**config.mk**
```make
export PLATFORM = sky130hd
export DESIGN_NAME = rr_grant_encoder
export DESIGN_NICKNAME = d
export VERILOG_FILES = /design/src/rtl/issue_pkg.sv /design/src/rtl/prio_encoder.sv /design/src/rtl/rr_grant_encoder.sv
export SDC_FILE = /design/constraint.sdc
export NUM_CORES = 1
export LEC_CHECK = 0
export ABC_AREA = 1
export CAP_MARGIN = 20
export CORE_UTILIZATION = 49
export CTS_BUF_LIST = sky130_fd_sc_hd__clkbuf_16
export CTS_CLUSTER_DIAMETER = 60
export DETAILED_ROUTE_END_ITERATION = 8
export PLACE_DENSITY_LB_ADDON = 0.05
export SKIP_CTS_REPAIR_TIMING = 1
export SYNTH_ARGS = -nofsm -noshare
export SYNTH_HDL_FRONTEND = slang
export SYNTH_SLANG_ARGS = --single-unit
```
**constraint.sdc**
```tcl
create_clock -name clk -period 2.2 [get_ports clk]
set_input_delay 0.44 -clock clk [delete_from_list [all_inputs] [get_ports clk]]
set_output_delay 0.44 -clock clk [all_outputs]
set_load 0.01 [all_outputs]
```
**src/rtl/issue_pkg.sv**
```systemverilog
// Shared issue-stage definitions: default issue width and a one-hot to index
// helper used by checkers and benches.
package issue_pkg;

   localparam int ISSUE_N = 8;

   // Index of the lowest set bit, or -1 when the vector is empty.
   function automatic int onehot_to_idx(input logic [63:0] vec);
      int result;
      result = -1;
      for (int i = 63; i >= 0; i--) begin
         if (vec[i]) result = i;
      end
      return result;
   endfunction

endpackage

```
**src/rtl/prio_encoder.sv**
```systemverilog
// Combinational lowest-set-bit priority encoder with an any-request flag.
module prio_encoder #(
   parameter int N = 8,
   localparam int W = $clog2(N)
) (
   input  logic [N-1:0] req,
   output logic [W-1:0] idx,
   output logic         any
);

   // Scanning downward lets the lowest set bit win the last assignment.
   always_comb begin
      idx = '0;
      any = 1'b0;
      for (int i = N - 1; i >= 0; i--) begin
         if (req[i]) begin
            idx = W'(i);
            any = 1'b1;
         end
      end
   end

endmodule

```
**src/rtl/rr_grant_encoder.sv**
```systemverilog
// Registered round-robin arbiter: picks one request fairly and presents it as
// an index plus one-hot behind a valid/ready handshake.
module rr_grant_encoder
   import issue_pkg::*;
#(
   parameter int N = ISSUE_N,
   localparam int W = $clog2(N)
) (
   input  logic         clk,
   input  logic         reset_n,
   input  logic [N-1:0] req,
   input  logic         enable,
   output logic [W-1:0] grant_idx,
   output logic [N-1:0] grant_onehot,
   output logic         grant_valid,
   input  logic         grant_ready
);

   logic [W-1:0] grant_idx_reg;
   logic [N-1:0] grant_onehot_reg;
   logic         grant_valid_reg;
   logic [W-1:0] ptr_reg;
   logic [W-1:0] ptr_next;

   logic         acc;
   logic         load;
   logic [N-1:0] eff_req;
   logic [N-1:0] ptr_mask;
   logic [N-1:0] masked_req;
   logic [W-1:0] masked_idx;
   logic         masked_any;
   logic [W-1:0] full_idx;
   logic         full_any;
   logic [W-1:0] sel;
   logic [N-1:0] sel_onehot;

   assign acc = grant_valid_reg & grant_ready;

   // The held entry is hidden so an accepted grant is never reissued at once.
   assign eff_req = req & ~(grant_valid_reg ? grant_onehot_reg : '0);

   generate
      for (genvar gi = 0; gi < N; gi++) begin : g_bits
         localparam logic [W-1:0] BIT_IDX = W'(gi);
         assign ptr_mask[gi]   = (BIT_IDX >= ptr_reg);
         assign sel_onehot[gi] = (sel == BIT_IDX);
      end
   endgenerate

   assign masked_req = eff_req & ptr_mask;

   prio_encoder #(.N(N)) u_masked_enc (
      .req (masked_req),
      .idx (masked_idx),
      .any (masked_any)
   );

   prio_encoder #(.N(N)) u_full_enc (
      .req (eff_req),
      .idx (full_idx),
      .any (full_any)
   );

   assign sel      = masked_any ? masked_idx : full_idx;
   assign load     = enable & full_any & (~grant_valid_reg | acc);
   assign ptr_next = (sel == W'(N - 1)) ? '0 : sel + W'(1);

   always_ff @(posedge clk or negedge reset_n) begin
      if (!reset_n) begin
         grant_idx_reg    <= '0;
         grant_onehot_reg <= '0;
         grant_valid_reg  <= 1'b0;
         ptr_reg          <= '0;
      end else if (load) begin
         grant_idx_reg    <= sel;
         grant_onehot_reg <= sel_onehot;
         grant_valid_reg  <= 1'b1;
         ptr_reg          <= ptr_next;
      end else if (acc) begin
         grant_onehot_reg <= '0;
         grant_valid_reg  <= 1'b0;
      end
   end

   assign grant_idx    = grant_idx_reg;
   assign grant_onehot = grant_onehot_reg;
   assign grant_valid  = grant_valid_reg;

endmodule

```
# --- After elaboration in Yosys (flattened, before gate mapping) ---
# Cells that the tools add are included.
totals:
  out_inout_bits: 12
  ff_bits: 15
  input_bits: 12
op_classes:
  muxes: 39
  add_sub_neg: 1
  reduce_logical: 2
  bitwise_logic: 8
  magnitude_cmp: 8
  n_eq_ne: 7
ops:
  columns: ["op", "n"]
  rows:
  - ["$mux 3", 18]
  - ["$mux 8", 3]
  - ["$mux 1", 18]
  - ["$and 8x8->8", 2]
  - ["$eq 3x3->1 const B", 4]
  - ["$ge 3x3->1 const A", 4]
  - ["$not 8->8", 1]
  - ["$eq 3x2->1 const B", 2]
  - ["$ge 1x3->1 const A", 2]
  - ["$ge 2x3->1 const A", 2]
  - ["$add 3x1->3 const B", 1]
  - ["$and 1x1->1", 3]
  - ["$eq 3x1->1 const B", 1]
  - ["$logic_not 3->1", 1]
  - ["$reduce_bool 2->1", 1]
  - ["$not 1->1", 1]
  - ["$or 1x1->1", 1]

# --- Longest topological paths before layout ---
logic_depth:
  ltp_word: 15
  ltp_mapped: 17
  ltp_nobuf: 16

# --- Modules after synthesis ---
# From an unflattened synthesis, not the netlist that was laid out.
hier_totals:
  cells_unflattened: 158
  hier_area_um2: 1119.8
by_module_without_submodules:
  columns: ["module", "area_each_um2", "n_inst", "cells_each"]
  rows:
  - ["rr_grant_encoder", 922.1, 1, 114]
  - ["prio_encoder", 98.8, 2, 22]

# --- Worst setup path before layout ---
# No wires, ideal clock.
synth_path:
  kind: "reg2reg"
  from: "register grant_valid_reg, in the netlist grant_valid"
  to: "register grant_onehot_reg[7], in the netlist grant_onehot[7]"
  slack_ns: 0.200
  arrival_ns: 1.880
  synth_period_minus_slack_ns: 2.000
  stages_incl_launch_ff: 15
  t_required_ns: 2.079
  setup_ns: 0.121
  n_path_buf: 1
  path_cell_list: "dfrtp_1 buf_6 nand2_2 nand2_2 or2_4 nand2_2 nor2_4 nand2_1 nor2_1 nand2_1 nand2_2 ha_1 ha_1 a22oi_1 inv_1"
synth_between:
  elab_chain_cells: 15
  word_cells_on_any_way: 45
  cone_classes: "1 x eq/ne; 35 x mux; 8 x bitwise; 1 x reduce/logical"
synth_lines:
  columns: ["item", "line_no", "source"]
  rows:
  - ["start, declared", "rr_grant_encoder.sv:21", "logic grant_valid_reg;"]
  - ["start signal, assigned", "rr_grant_encoder.sv:72", "grant_valid_reg <= 1'b0;"]
  - ["start signal, assigned", "rr_grant_encoder.sv:77", "grant_valid_reg <= 1'b1;"]
  - ["start signal, assigned", "rr_grant_encoder.sv:81", "grant_valid_reg <= 1'b0;"]
  - ["$mux 8 *", "rr_grant_encoder.sv:40", "assign eff_req = req & ~(grant_valid_reg ? grant_onehot_reg : '0);"]
  - ["$not 8->8 *", "rr_grant_encoder.sv:40", null]
  - ["$and 8x8->8 *", "rr_grant_encoder.sv:40", null]
  - ["$and 8x8->8", "rr_grant_encoder.sv:50", "assign masked_req = eff_req & ptr_mask;"]
  - ["$mux 3 / $mux 1 (equally long branches) (8 in series)", "prio_encoder.sv:16", "if (req[i]) begin"]
  - ["$mux 3 *", "rr_grant_encoder.sv:64", "assign sel = masked_any ? masked_idx : full_idx;"]
  - ["via sel[0]", "rr_grant_encoder.sv:34", "logic [W-1:0] sel;"]
  - ["$eq 3x3->1 *", "rr_grant_encoder.sv:46", "assign sel_onehot[gi] = (sel == BIT_IDX);"]
  - ["$mux 8 *", "rr_grant_encoder.sv:74", "end else if (load) begin"]
  - ["end signal, assigned", "rr_grant_encoder.sv:76", "grant_onehot_reg <= sel_onehot;"]
  - ["end, declared", "rr_grant_encoder.sv:20", "logic [N-1:0] grant_onehot_reg;"]
# Mark *: on every way through the listed nets, which the timed path passes. The rest lies on a longest branch.
# A chain may end at the register's enable or synchronous reset.

# --- Worst setup path after layout ---
layout_path:
  from: "input port req[5]"
  to: "register grant_onehot_reg[7], in the netlist grant_onehot[7]"
layout_between:
  elab_chain_cells: 11
  word_cells_on_any_way: 32
  cone_classes: "1 x eq/ne; 26 x mux; 4 x bitwise; 1 x reduce/logical"
layout_lines:
  columns: ["item", "line_no", "source"]
  rows:
  - ["start, declared", "rr_grant_encoder.sv:11", "input logic [N-1:0] req,"]
  - ["$and 8x8->8 *", "rr_grant_encoder.sv:40", null]
  - ["$and 8x8->8", "rr_grant_encoder.sv:50", null]
  - ["$mux 3 / $mux 1 (equally long branches) (6 in series)", "prio_encoder.sv:16", null]
  - ["$mux 3 *", "rr_grant_encoder.sv:64", null]
  - ["via sel[1]", "rr_grant_encoder.sv:34", null]
  - ["$eq 3x3->1 *", "rr_grant_encoder.sv:46", null]
  - ["$mux 8 *", "rr_grant_encoder.sv:74", null]
# Marked as above.

==> impl_metrics.tcl <==
set metrics [dict create \
    outcome "finished clean" \
    startpoint "req[5]" \
    ys.flop_type "dfrtp_1" \
    finalCritPeriodShare 0.964 \
    cp.depth 11 \
    grt_overflow 0 \
    antenna_found_initial 0 \
    ys_types 22 \
    r2r_end "grant_onehot[7]" \
    core_area_sq_um 1960 \
    grt_max_degree 16 \
    rr_worst_depth 11 \
    finalSetupTns_ns 0 \
    hp-class "flip-flop to flip-flop" \
    hold_violations 0 \
    grt_pass1_vias 1025 \
    slew_viol_final 0 \
    port_buffers 23 \
    path_delay_family "buffers and inverters" \
    first_pass_iters 4 \
    final_util 0.790 \
    start_util 0.526 \
    ir_worst_vdd_v 0.000992 \
    finalPower_mw 1.95 \
    cts_max_path_buffers 2 \
    worst_hold_slack_ns 0.478 \
    die_w_um 47.9 \
    routedWlPerCell_um 13.2 \
    synth-edff-count 0 \
    crit_required_ns 2.33 \
    cts_tree "done" \
    insertedDiodeCount 0 \
    place_congestion 0.975 \
    drv_cap 0 \
    crit_path_top_delay_cell "clkdlybuf4s50_1" \
    yosysWarnings 0 \
    placed_cells 210 \
    ios 24 \
    critPathBufInv 4 \
    end_kind "flip-flop" \
    fmax_ghz 0.472 \
    synth_seq_cells 15 \
    clock-sinks 15 \
    num_rows 16 \
    syn_avg_cell_area_sq_um 7.26 \
    dp_hpwl_um 2120 \
    ys_top_cells_by_area "dfrtp_1, nand2_1, nand2_2, ha_1, inv_1" \
    fp.dieH_um 47.9 \
    async_flop_share 1.00 \
    worst_setup_path_start_kind "primary input" \
    yosysSeqAreaShare 0.364 \
    max_slew.worst_pin.slew_ns 0.232 \
    viasPerCell 5.15 \
    nets 207 \
    critPathMaxFanout 3 \
    syn_area_sq_um 1030 \
    drc 0 \
    relSlewSlack 0.845 \
    grt_usage 0.279 \
    drive_gt1_frac 0.303 \
    crit_type "primary input to flip-flop" \
    skew_ns 0.00200 \
    fin_cells 215 \
    worstPathCellList "clkdlybuf4s50_1 > nand3_1 > nand2_1 > buf_4 > a31oi_2 > nand2_1 > inv_2 > ha_4 > ha_4 > a22oi_1 > inv_1" \
    detail-route-antenna-nets 0 \
    synth.most_common_cell "nand2_1" \
    syn_to_final_growth_pct 50.4 \
    cp_slowest_stage_delay_ns 0.50 \
    synth_cells 142 \
    clkLatencyLatePin_ns 0.25 \
    synth_common_cells "nand2_1, nand2_2, dfrtp_1, inv_1, nand3_1" \
    period_minus_slack_ns 2.12 \
    rrSetupSlack_ns 0.15 \
    largest_reg_flops 8 \
    leakage_nw 0.776 \
    setup_viol 0 \
    grt_first_pass_wirelength_um 4320 \
    cp-endpoint "grant_onehot[7]" \
    numCtsBuffers 3 \
    power.density_nw_per_um2 1260 \
    r2r_start "grant_valid" \
    path_clk_slew_ns 0.05 \
    synth_top_area_share 0.364 \
    cts_root_buf "clkbuf_16" \
    dr.first_iter.drc_count 25 \
    vias 1108 \
    synth_largest_area_cell "dfrtp_1" \
    routed_wl_um 2850 \
    synth_nets 160 \
    fp.dieArea_sq_um 2290 \
    htreeDepth 1 \
    critPathArrivalTime_ns 2.25 \
]
-- per-stage QoR --
stage | worst slack [ns] | instance area [sq um]
after floorplan | 0.200 | 1030
after global placement | -0.175 | 1420
after detailed placement | -0.223 | 1420
after CTS | -0.0736 | 1500
after global routing | -0.0203 | 1550
final | 0.0800 | 1550
-- tightest hold or removal path: cells and delay by family (launching register included) --
| kind | cells | cell delay (ns) |
|---|---|---|
| simple gates | 2 | 0.11 |
| flops | 1 | 0.34 |
-- area by class of cell --
cell class                 instances  area (sq um)
clock buffer                       3          75.1
multi-input combinational        111           619
inverter                          14          52.6
fill                             150           412
clock inverter                     1          5.00
tap                               27          33.8
timing repair buffer              44           388
sequential                        15           377
-- worst min path at each step --
stage	startpoint	to	slack [ns]	cells past startpoint
2_1_floorplan	reset_n	grant_idx[0]	0.14	0
3_3_place_gp	grant_idx[1]	grant_idx[1]	0.47	2
3_5_place_dp	grant_idx[1]	grant_idx[1]	0.47	2
4_1_cts	grant_idx[0]	grant_idx[0]	0.48	2
5_1_grt	grant_idx[0]	grant_idx[0]	0.51	2
6_report	grant_idx[1]	grant_idx[1]	0.48	2
-- cell usage in the layout (no fill, tap or decap), drive strengths merged --
master and instances:
dfrtp 15, o211ai 1, o21ai 10, ha 6
clkdlybuf4s50 23, inv 14, nand3b 1, a31oi 2
a22oi 1, or2 1, buf 21, clkinv 1
a21oi 2, nor2 8, clkbuf 3, nand2 71
nand3 8
-- routing by layer --
metal  part of all wire  GRT usage  vias to the layer above  wire length [um]
met4              0.018      0.100                        0                52
met1               0.40      0.327                      524              1150
met5                  0          0                        -                 0
met3              0.050     0.0792                        8               143
li1                   -          -                      541                 -
met2               0.53      0.484                       35              1500
-- power breakdown --
part | leakage, nW | total (mW) | internal (mW) | switching (mW)
sequential | 0.194 | 0.499 | 0.384 | 0.115
clock | 0.0409 | 0.359 | 0.243 | 0.116
combinational | 0.541 | 1.10 | 0.542 | 0.555
total | 0.776 | 1.95 | 1.17 | 0.786
-- logic make-up after synthesis --
logic type / after synthesis / synth area share
buffers and inverters: 16 / 0.0728
AND/OR/NAND/NOR: 89 / 0.398
flip-flops: 15 / 0.364
adder cells (fa/ha/maj): 6 / 0.0728
AO/OA/AOI/OAI: 16 / 0.0922
No activity file was read; power rests on OpenSTA's default activity.
